<file path="config.mk">
export PLATFORM = sky130hd
export DESIGN_NAME = bcd_counter_scan
export DESIGN_NICKNAME = d
export VERILOG_FILES = /design/src/rtl/bcd_counter_scan.sv
export SDC_FILE = /design/constraint.sdc
export NUM_CORES = 1
export LEC_CHECK = 0
export CORE_MARGIN = 2
export CORE_UTILIZATION = 35
export DETAILED_ROUTE_END_ITERATION = 12
export DONT_BUFFER_PORTS = 1
export PLACE_DENSITY = 0.55
export SLEW_MARGIN = 20
export SYNTH_ARGS = -nofsm -noshare
export SYNTH_HDL_FRONTEND = slang
export SYNTH_SLANG_ARGS = --single-unit
</file>
<file path="constraint.sdc">
create_clock -name clk -period 2.1 [get_ports clk]
set_clock_uncertainty 0.2 [all_clocks]
set_input_delay 0.42 -clock clk [delete_from_list [all_inputs] [get_ports clk]]
set_output_delay 0.42 -clock clk [all_outputs]
set_load 0.02 [all_outputs]
</file>
<file path="src/rtl/bcd_counter_scan.sv">
// Two-digit BCD up/down counter with synchronous load and a time-multiplexed
// digit output (W/X/Y/Z plus sel) for a shared segment decoder.
module bcd_counter_scan #(
  parameter int SCAN_DIV = 4
) (
  input  logic       clk,
  input  logic       rst_n,
  input  logic       en,
  input  logic       up,
  input  logic       load,
  input  logic [3:0] ld_tens,
  input  logic [3:0] ld_ones,
  output logic       W,
  output logic       X,
  output logic       Y,
  output logic       Z,
  output logic       sel,
  output logic       co,
  output logic       err
);

  localparam int SCAN_W = (SCAN_DIV > 1) ? $clog2(SCAN_DIV) : 1;
  localparam logic [SCAN_W-1:0] SCAN_LAST = SCAN_W'(SCAN_DIV - 1);

  logic [3:0]        tens_reg, tens_next;
  logic [3:0]        ones_reg, ones_next;
  logic              co_reg, co_next;
  logic              err_reg, err_next;
  logic [SCAN_W-1:0] scan_reg, scan_next;
  logic              sel_reg, sel_next;
  logic              load_ok;
  logic [3:0]        digit_sel;

  assign load_ok = (ld_tens <= 4'd9) && (ld_ones <= 4'd9);

  // Count update: each digit is computed directly to its BCD result, so no
  // A..F value is ever written to a digit register.
  always_comb begin
    tens_next = tens_reg;
    ones_next = ones_reg;
    co_next   = 1'b0;
    err_next  = 1'b0;
    if (load) begin
      if (load_ok) begin
        tens_next = ld_tens;
        ones_next = ld_ones;
      end else begin
        err_next = 1'b1;
      end
    end else if (en) begin
      if (up) begin
        if (ones_reg == 4'd9) begin
          ones_next = 4'd0;
          if (tens_reg == 4'd9) begin
            tens_next = 4'd0;
            co_next   = 1'b1;
          end else begin
            tens_next = tens_reg + 4'd1;
          end
        end else begin
          ones_next = ones_reg + 4'd1;
        end
      end else begin
        if (ones_reg == 4'd0) begin
          ones_next = 4'd9;
          if (tens_reg == 4'd0) begin
            tens_next = 4'd9;
            co_next   = 1'b1;
          end else begin
            tens_next = tens_reg - 4'd1;
          end
        end else begin
          ones_next = ones_reg - 4'd1;
        end
      end
    end
  end

  // Free-running digit scan; sel flips on the edge that wraps the divider.
  always_comb begin
    scan_next = scan_reg + SCAN_W'(1);
    sel_next  = sel_reg;
    if (scan_reg == SCAN_LAST) begin
      scan_next = '0;
      sel_next  = ~sel_reg;
    end
  end

  always_ff @(posedge clk or negedge rst_n) begin
    if (!rst_n) begin
      tens_reg <= 4'd0;
      ones_reg <= 4'd0;
      co_reg   <= 1'b0;
      err_reg  <= 1'b0;
      scan_reg <= '0;
      sel_reg  <= 1'b0;
    end else begin
      tens_reg <= tens_next;
      ones_reg <= ones_next;
      co_reg   <= co_next;
      err_reg  <= err_next;
      scan_reg <= scan_next;
      sel_reg  <= sel_next;
    end
  end

  // Digit mux driven purely from registers: no input reaches W/X/Y/Z.
  genvar gi;
  generate
    for (gi = 0; gi < 4; gi++) begin : g_digit_mux
      assign digit_sel[gi] = sel_reg ? tens_reg[gi] : ones_reg[gi];
    end
  endgenerate

  assign W   = digit_sel[3];
  assign X   = digit_sel[2];
  assign Y   = digit_sel[1];
  assign Z   = digit_sel[0];
  assign sel = sel_reg;
  assign co  = co_reg;
  assign err = err_reg;

endmodule

</file>
==> Word level (Yosys, flattened, before mapping) <==
Index checks and enable logic that the tools add are counted.
{ "totals": {"regBits": 13, "input_bits": 13, "out_inout_bits": 7} }
{ "op_classes": {"addsub": 5, "n_lt_le_gt_ge": 2, "n_eq_ne": 5, "muxes": 28, "n_bitwise": 1, "n_reduce_logical": 7} }
{ "ops": {"columns": ["op", "count"], "rows": [
  ["$mux 4", 14],
  ["$mux 1", 13],
  ["$add 4x1->4 const B", 2],
  ["$eq 4x4->1 const B", 2],
  ["$le 4x4->1 const B", 2],
  ["$logic_not 4->1", 2],
  ["$sub 4x1->4 const B", 2],
  ["$reduce_and 4->1", 1],
  ["$ne 3x1->1 const B", 1],
  ["$reduce_bool 3->1", 1],
  ["$add 2x1->2 const B", 1],
  ["$eq 2x2->1 const B", 1],
  ["$mux 2", 1],
  ["$ne 2x1->1 const B", 1],
  ["$reduce_and 2->1", 1],
  ["$reduce_bool 2->1", 1],
  ["$logic_and 1x1->1", 1],
  ["$not 1->1", 1]
]} }

==> Longest topological paths before layout <==
Gate-level depths: netlist of run 1.
{ "logic_depth": {"word_depth": 6, "mapped_depth": 6, "ltp_nobuf": 4} }

==> Worst setup path before layout of run 1 <==
Ideal clock, no wire load.
{ "synth_path": {"path_kind": "reg-to-output", "from": "register sel_reg (netlist: sel)", "to": "output Y", "arrival_time_ns": 1.125, "slack_ns": 0.355, "path_stages_with_launch": 3, "n_path_buf": 1, "path_cell_list": "dfrtp_1 clkbuf_1 o21ai_0"} }
{ "synth_via": {"elab_chain_cells": 1} }
{ "synth_rtl": {"columns": ["element", "line_no", "rtl"], "rows": [
  ["from (decl)", "30", "logic sel_reg, sel_next;"],
  ["from (signal assigned)", "103", "sel_reg <= sel_next;"],
  ["$mux 1", "111", "assign digit_sel[gi] = sel_reg ? tens_reg[gi] : ones_reg[gi];"],
  ["to (decl)", "15", "output logic Y,"]
]} }
Every way passes these cells.

==> Worst setup path in the final report of run 1 <==
{ "layout_path": {"from": "register sel_reg (netlist: sel)", "to": "output Z"} }
{ "layout_via": {"elab_chain_cells": 1} }
{ "layout_rtl": {"columns": ["element", "line_no", "rtl"], "rows": [
  ["$mux 1", "111", null],
  ["to (decl)", "16", "output logic Z,"]
]} }
Every way passes these cells.

==> impl_metrics.py, run 1 <==
metrics = {
    "run_status": {
        "status": "finished clean",
    },
    "power": {
        "p_per_area_mw_per_mm2": 857.5,
        "ir_drop_uv": 452.8,
        "p_leak_nw": 0.4075,
    },
    "worst_setup_path": {
        "cp_top_family": "flip-flops",
        "slowest_delay_ns": 0.59,
        "cp_max_fo": 7,
        "setup.worst_path.start": "sel$_DFFE_PN0P_",
        "path_class": "flop to primary output",
        "cp_num_buf_inv": 0,
        "r2r_end": "tens_reg[0]$_DFFE_PN0P_",
        "worstPathCellList": "mux2_2",
        "slowest_stage": "dfrtp_1",
        "path_depth": 1,
        "reg2regPathDepth": 4,
        "reg2reg_slack_ns": 0.29,
        "required_ns": 1.48,
        "crit-reg2reg-launch": "ones_reg[0]$_DFFE_PN0P_",
        "start_kind": "flop",
        "arrival_ns": 1.33,
        "endpoint": "Z",
        "crit_path_end_kind": "primary output",
    },
    "placement": {
        "dp_hpwl_mm": 1.703,
        "numPortBuffers": 0,
        "gp_routability_congestion": 0.8077,
    },
    "global_route": {
        "grt_start_max_net_pins": 19,
        "track_usage_pct": 16.40,
        "antenna_found_initial": 0,
        "grt_pass1_wl_mm": 4.057,
        "gr-total-overflow": 0,
        "grt_pass1_vias": 796,
    },
    "clock_network": {
        "ctsResizeCount": 0,
        "cts.sinks": 13,
        "insertion_delay_ns": 0.28,
        "root_buffer": "clkbuf_4",
        "tritoncts.num_buffers": 3,
        "htreeDepth": 1,
        "cts.clk_slew.worst_paths_ns": 0.08,
        "cts_tree": "built",
        "ctsLongestPathBuffers": 2,
    },
    "sta": {
        "maxSlewViolCount": 0,
        "setup_violations": 0,
        "relSlewSlack_pct": 58.21,
        "rsz0062_at_grt": "no",
        "period_needed_ns": 1.949,
        "period_share_pct": 92.82,
        "finalSetupTns_ns": 0,
        "fmax_mhz": 513.0,
        "fin_hold_ws_ns": 0.09108,
        "worst_pin_slew_ns": 0.6248,
        "finalHoldViolations": 0,
    },
    "detailed_routing": {
        "wl_mm": 2.340,
        "routedWlPerCell_um": 16.83,
        "drt_iter0_drc": 28,
        "antenna_left": 0,
        "drt_pass1_iterations": 4,
        "dr_total_vias": 807,
        "drt-vias-per-instance": 5.806,
        "drc": 0,
    },
    "die": {
        "num_rows": 19,
        "core_area_mm2": 0.002710,
        "die_y_um": 56.98,
        "die_area_mm2": 0.003246,
        "ios": 20,
        "start_util_pct": 36.24,
        "die_x_um": 56.98,
    },
    "synth": {
        "synth_nets": 127,
        "yosysSeqAreaShare_pct": 33.12,
        "ys_types": 42,
        "synth_xor_area_share_pct": 4.459,
        "ys_warn_count": 0,
        "ys_ff_latch": 13,
        "synthCells": 113,
        "synthAdderAreaFrac_pct": 1.274,
        "yosys.area_share.simple_pct": 18.73,
        "async_flop_share_pct": 100.0,
        "synth-edff-count": 0,
        "synth-main-ff-cell": "dfrtp_1",
        "synth_top_family_by_area": "compound AO/OA/AOI/OAI gates",
        "synth_compound_area_share_pct": 26.75,
        "synth_area_um2": 982.2,
        "synth_area_per_cell_um2": 8.692,
        "synth_mux_area_share_pct": 6.752,
    },
    "final_layout": {
        "fillers": 289,
        "layout_commonest_cell": "dfrtp_1",
        "mostFrequentLayoutCells": "dfrtp_1, o21ai_0, nand2_1",
        "layout.nets": 123,
        "area_delta_synth_final_pct": 2.548,
        "drive_gt1_share_pct": 16.67,
        "n_antenna_cell": 0,
    },
    "worst_hold_path": {
        "hold_path.class": "input pin to flop",
    },
    "flow_run": {
        "maxCapViolCount": 0,
    },
}
==> stage by stage <==
step / setup WS (ns) / power [W] / utilization (%) / instances / cell area [um^2]
after floorplan: 0.3545 / 0.0006612 / - / 113 / 982.2
after global placement: 0.3536 / 0.0006936 / 35.83 / 134 / 970.9
after detailed placement: 0.3062 / 0.0006987 / 35.83 / 134 / 970.9
after CTS: 0.1333 / 0.0008684 / 37.17 / 139 / 1007
after global routing: 0.09193 / 0.0009380 / 37.17 / 139 / 1007
final: 0.1507 / 0.0008637 / 37.17 / 139 / 1007
==> Yosys cell counts, drive strengths merged (2+ instances only) <==
| cell | instances | share of area (%) |
|---|---|---|
| a21oi | 7 | 3.6 |
| o22ai | 2 | 1.3 |
| nor2b | 4 | 2.5 |
| nand2 | 8 | 3.1 |
| clkbuf | 4 | 1.5 |
| o21ba | 2 | 2.0 |
| a2bb2oi | 2 | 1.8 |
| nand3 | 2 | 1.0 |
| nand2b | 2 | 1.3 |
| nor2 | 7 | 2.7 |
| mux2 | 5 | 5.7 |
| a22oi | 2 | 1.5 |
| nor3 | 4 | 2.0 |
| inv | 4 | 1.5 |
| xor2 | 4 | 3.6 |
| dfrtp | 13 | 33 |
| o21ai | 9 | 4.6 |
| buf | 9 | 5.9 |
==> worst min path at each step <==
stage | slack, ns | endpoint | cells past startpoint | from
6_report | 0.09 | err$_DFF_PN0_ | 1 | load
2_1_floorplan | -0.08 | co$_DFF_PN0_ | 0 | rst_n
5_1_grt | 0.08 | err$_DFF_PN0_ | 1 | load
4_1_cts | 0.08 | err$_DFF_PN0_ | 1 | load
3_5_place_dp | -0.08 | err$_DFF_PN0_ | 0 | rst_n
3_3_place_gp | -0.08 | ones_reg[1]$_DFFE_PN0P_ | 0 | rst_n
==> cells by family after synthesis <==
family | count (synthesis)
xor+xnor | 5
mux | 6
flops | 13
simple gates | 34
fa+ha+maj | 1
compound gates | 37
buf+inv | 17
==> where the power goes <==
group	switching [W]	total, W	internal (W)
Clock	0.0000867	0.000160	0.0000738
Combinational	0.000140	0.000290	0.000149
Sequential	0.000121	0.000413	0.000292
==> routing by layer <==
metal / share of wire, % / vias up / wire length (um) / global-route usage (%)
met1: 49 / 372 / 1148 / 23.45
met5: 0 / - / 0 / 0
li1: - / 403 / - / -
met4: 1.1 / 0 / 26 / 4.983
met3: 5.6 / 2 / 130 / 5.442
met2: 44 / 30 / 1034 / 23.48
==> final cells by class <==
class | instances | area, um^2 | area share [%]
Sequential cell | 13 | 325.3 | 32.30
Tap cell | 31 | 38.79 | 3.851
Multi-Input combinational cell | 83 | 569.3 | 56.52
Timing Repair Buffer | 4 | 32.53 | 3.230
Clock buffer | 4 | 26.28 | 2.609
Inverter | 4 | 15.01 | 1.491
==> repair_timing <==
| action | 4_1_cts | 5_1_grt |
|---|---|---|
| hold buffers | 1 | 0 |
| setup endpoints to repair | 0 | 0 |
| setup buffers | 0 | 0 |
| hold endpoints to repair | 13 | 0 |
No activity file was read; power rests on OpenSTA's default activity.
==> inputs of run 2 (changes only) <==
==> constraint.sdc (replaced) <==
create_clock -name clk -period 2.5 [get_ports clk]
set_clock_uncertainty 0.2 [all_clocks]
set_input_delay 0.5 -clock clk [delete_from_list [all_inputs] [get_ports clk]]
set_output_delay 0.5 -clock clk [all_outputs]
set_load 0.02 [all_outputs]
==> run 2 against run 1 <==
Compared with the run above: via count increased by 3.7%; critical path depth is the same; sequential cell count stayed put; hold slack improved by 0.088 ns; die area unchanged; global-route usage down 1.3 points; cell count fell by 1.4%; clock power down 20%; core utilization decreased by 0.55 points; design area fell by 1.5%; critical endpoint is now X; largest power group unchanged.
==> impl_metrics.py, run 2 (synthesized netlist as in run 1, its figures left out) <==
metrics = {
    "final_layout": {
        "drive_gt1_share_pct": 15.09,
        "fillers": 309,
        "mostFrequentLayoutCells": "dfrtp_1, o21ai_0, nand2_1",
        "layout.nets": 121,
        "fin_util_pct": 36.61,
        "layout_commonest_cell": "dfrtp_1",
        "n_antenna_cell": 0,
        "area_delta_synth_final_pct": 1.019,
    },
    "sta": {
        "relSlewSlack_pct": 59.08,
        "finalHoldViolations": 0,
        "worst_pin_slew_ns": 0.6117,
        "finalSetupTns_ns": 0,
        "period_needed_ns": 1.990,
        "rsz0062_at_grt": "no",
        "fmax_mhz": 502.5,
        "fin_hold_ws_ns": 0.1789,
        "setup_violations": 0,
        "maxSlewViolCount": 0,
        "period_share_pct": 79.59,
    },
    "clock_network": {
        "cts_tree": "built",
        "root_buffer": "clkbuf_4",
        "ctsLongestPathBuffers": 2,
        "insertion_delay_ns": 0.27,
        "cts.sinks": 13,
        "tritoncts.num_buffers": 3,
        "ctsHoldBuffers": 1,
        "postCtsSetupBuffers": 0,
        "htreeDepth": 1,
        "cts.clk_slew.worst_paths_ns": 0.07,
        "ctsResizeCount": 0,
    },
    "global_route": {
        "grt_pass1_vias": 749,
        "gr-total-overflow": 0,
        "gr-max-usage-layer": "met2",
        "antenna_found_initial": 0,
        "grt_pass1_wl_mm": 3.788,
        "track_usage_pct": 15.05,
        "grt_util_met1_pct": 19.86,
        "met2_usage_pct": 22.17,
        "grt_start_max_net_pins": 19,
        "grtUsageMet3_pct": 6.576,
    },
    "power": {
        "power_w": 0.0007073,
        "ir_drop_uv": 407.1,
        "p_leak_nw": 0.3985,
        "p_per_area_mw_per_mm2": 712.8,
    },
    "worst_setup_path": {
        "required_ns": 1.80,
        "path_depth": 1,
        "reg2regPathDepth": 4,
        "r2r_end": "tens_reg[3]$_DFFE_PN0P_",
        "path_class": "flop to primary output",
        "cp_top_family": "flip-flops",
        "reg2reg_slack_ns": 0.67,
        "crit-reg2reg-launch": "ones_reg[0]$_DFFE_PN0P_",
        "setup.worst_path.start": "sel$_DFFE_PN0P_",
        "slowest_stage": "dfrtp_1",
        "crit_path_end_kind": "primary output",
        "arrival_ns": 1.29,
        "cp_max_fo": 7,
        "cp_num_buf_inv": 0,
        "endpoint": "X",
        "start_kind": "flop",
        "worstPathCellList": "mux2_2",
        "slowest_delay_ns": 0.57,
    },
    "detailed_routing": {
        "drt_iter0_drc": 30,
        "drt-vias-per-instance": 6.109,
        "drc": 0,
        "antenna_left": 0,
        "routedWlPerCell_um": 16.04,
        "dr_total_vias": 837,
        "wl_mm": 2.198,
        "drt_pass1_iterations": 4,
    },
    "worst_hold_path": {
        "whs_path_depth": 1,
        "hold_path.class": "input pin to flop",
    },
    "die": {
        "die_area_mm2": 0.003246,
        "die_x_um": 56.98,
        "start_util_pct": 36.24,
        "num_rows": 19,
        "die_y_um": 56.98,
        "ios": 20,
        "core_area_mm2": 0.002710,
    },
    "flow_run": {
        "maxCapViolCount": 0,
    },
    "placement": {
        "numPortBuffers": 0,
        "gp_routability_congestion": 0.8246,
        "dp_hpwl_mm": 1.630,
    },
    "run_status": {
        "status": "finished clean",
    },
}
[run 2: changes by cell type in the layout (fill, tap and decap cells not counted)]
| cell | delta |
|---|---|
| buf_4 | -2 |
[run 2: power breakdown]
| part | leakage, nW | internal [W] | switching, W |
|---|---|---|---|
| Combinational | 0.227 | 0.000120 | 0.000105 |
| Sequential | 0.156 | 0.000246 | 0.000109 |
| Clock | 0.0150 | 0.0000617 | 0.0000659 |
[run 2: worst min path at each step]
stage                      from               endpoint
final                      load          err$_DFF_PN0_
after CTS                  load          err$_DFF_PN0_
after floorplan           rst_n           co$_DFF_PN0_
after detailed placement  rst_n  scan_reg[1]$_DFF_PN0_
after global placement    rst_n          err$_DFF_PN0_
after global routing       load          err$_DFF_PN0_
[run 2: final cells by class]
| cell class | count | area, um^2 | area share [%] |
|---|---|---|---|
| multi-input combinational | 83 | 569.3 | 57.38 |
| timing repair buffer | 2 | 17.52 | 1.765 |
| tap | 31 | 38.79 | 3.909 |
| clock buffer | 4 | 26.28 | 2.648 |
| sequential | 13 | 325.3 | 32.79 |
| inverter | 4 | 15.01 | 1.513 |
[run 2: metal layers]
layer	vias up	wire (um)	share of wire [%]
met5	-	0	0
met4	0	42	1.9
met3	4	148	6.7
met2	31	952	43
met1	408	1055	48
li1	394	-	-
[run 2: metrics by stage]
step | std cells | instance area [um^2] | worst slack, ns
after floorplan | 113 | 982.2 | 0.6745
after global placement | 132 | 955.9 | 0.6222
after detailed placement | 132 | 955.9 | 0.5963
after CTS | 137 | 992.2 | 0.4885
after global routing | 137 | 992.2 | 0.4398
final | 137 | 992.2 | 0.5101
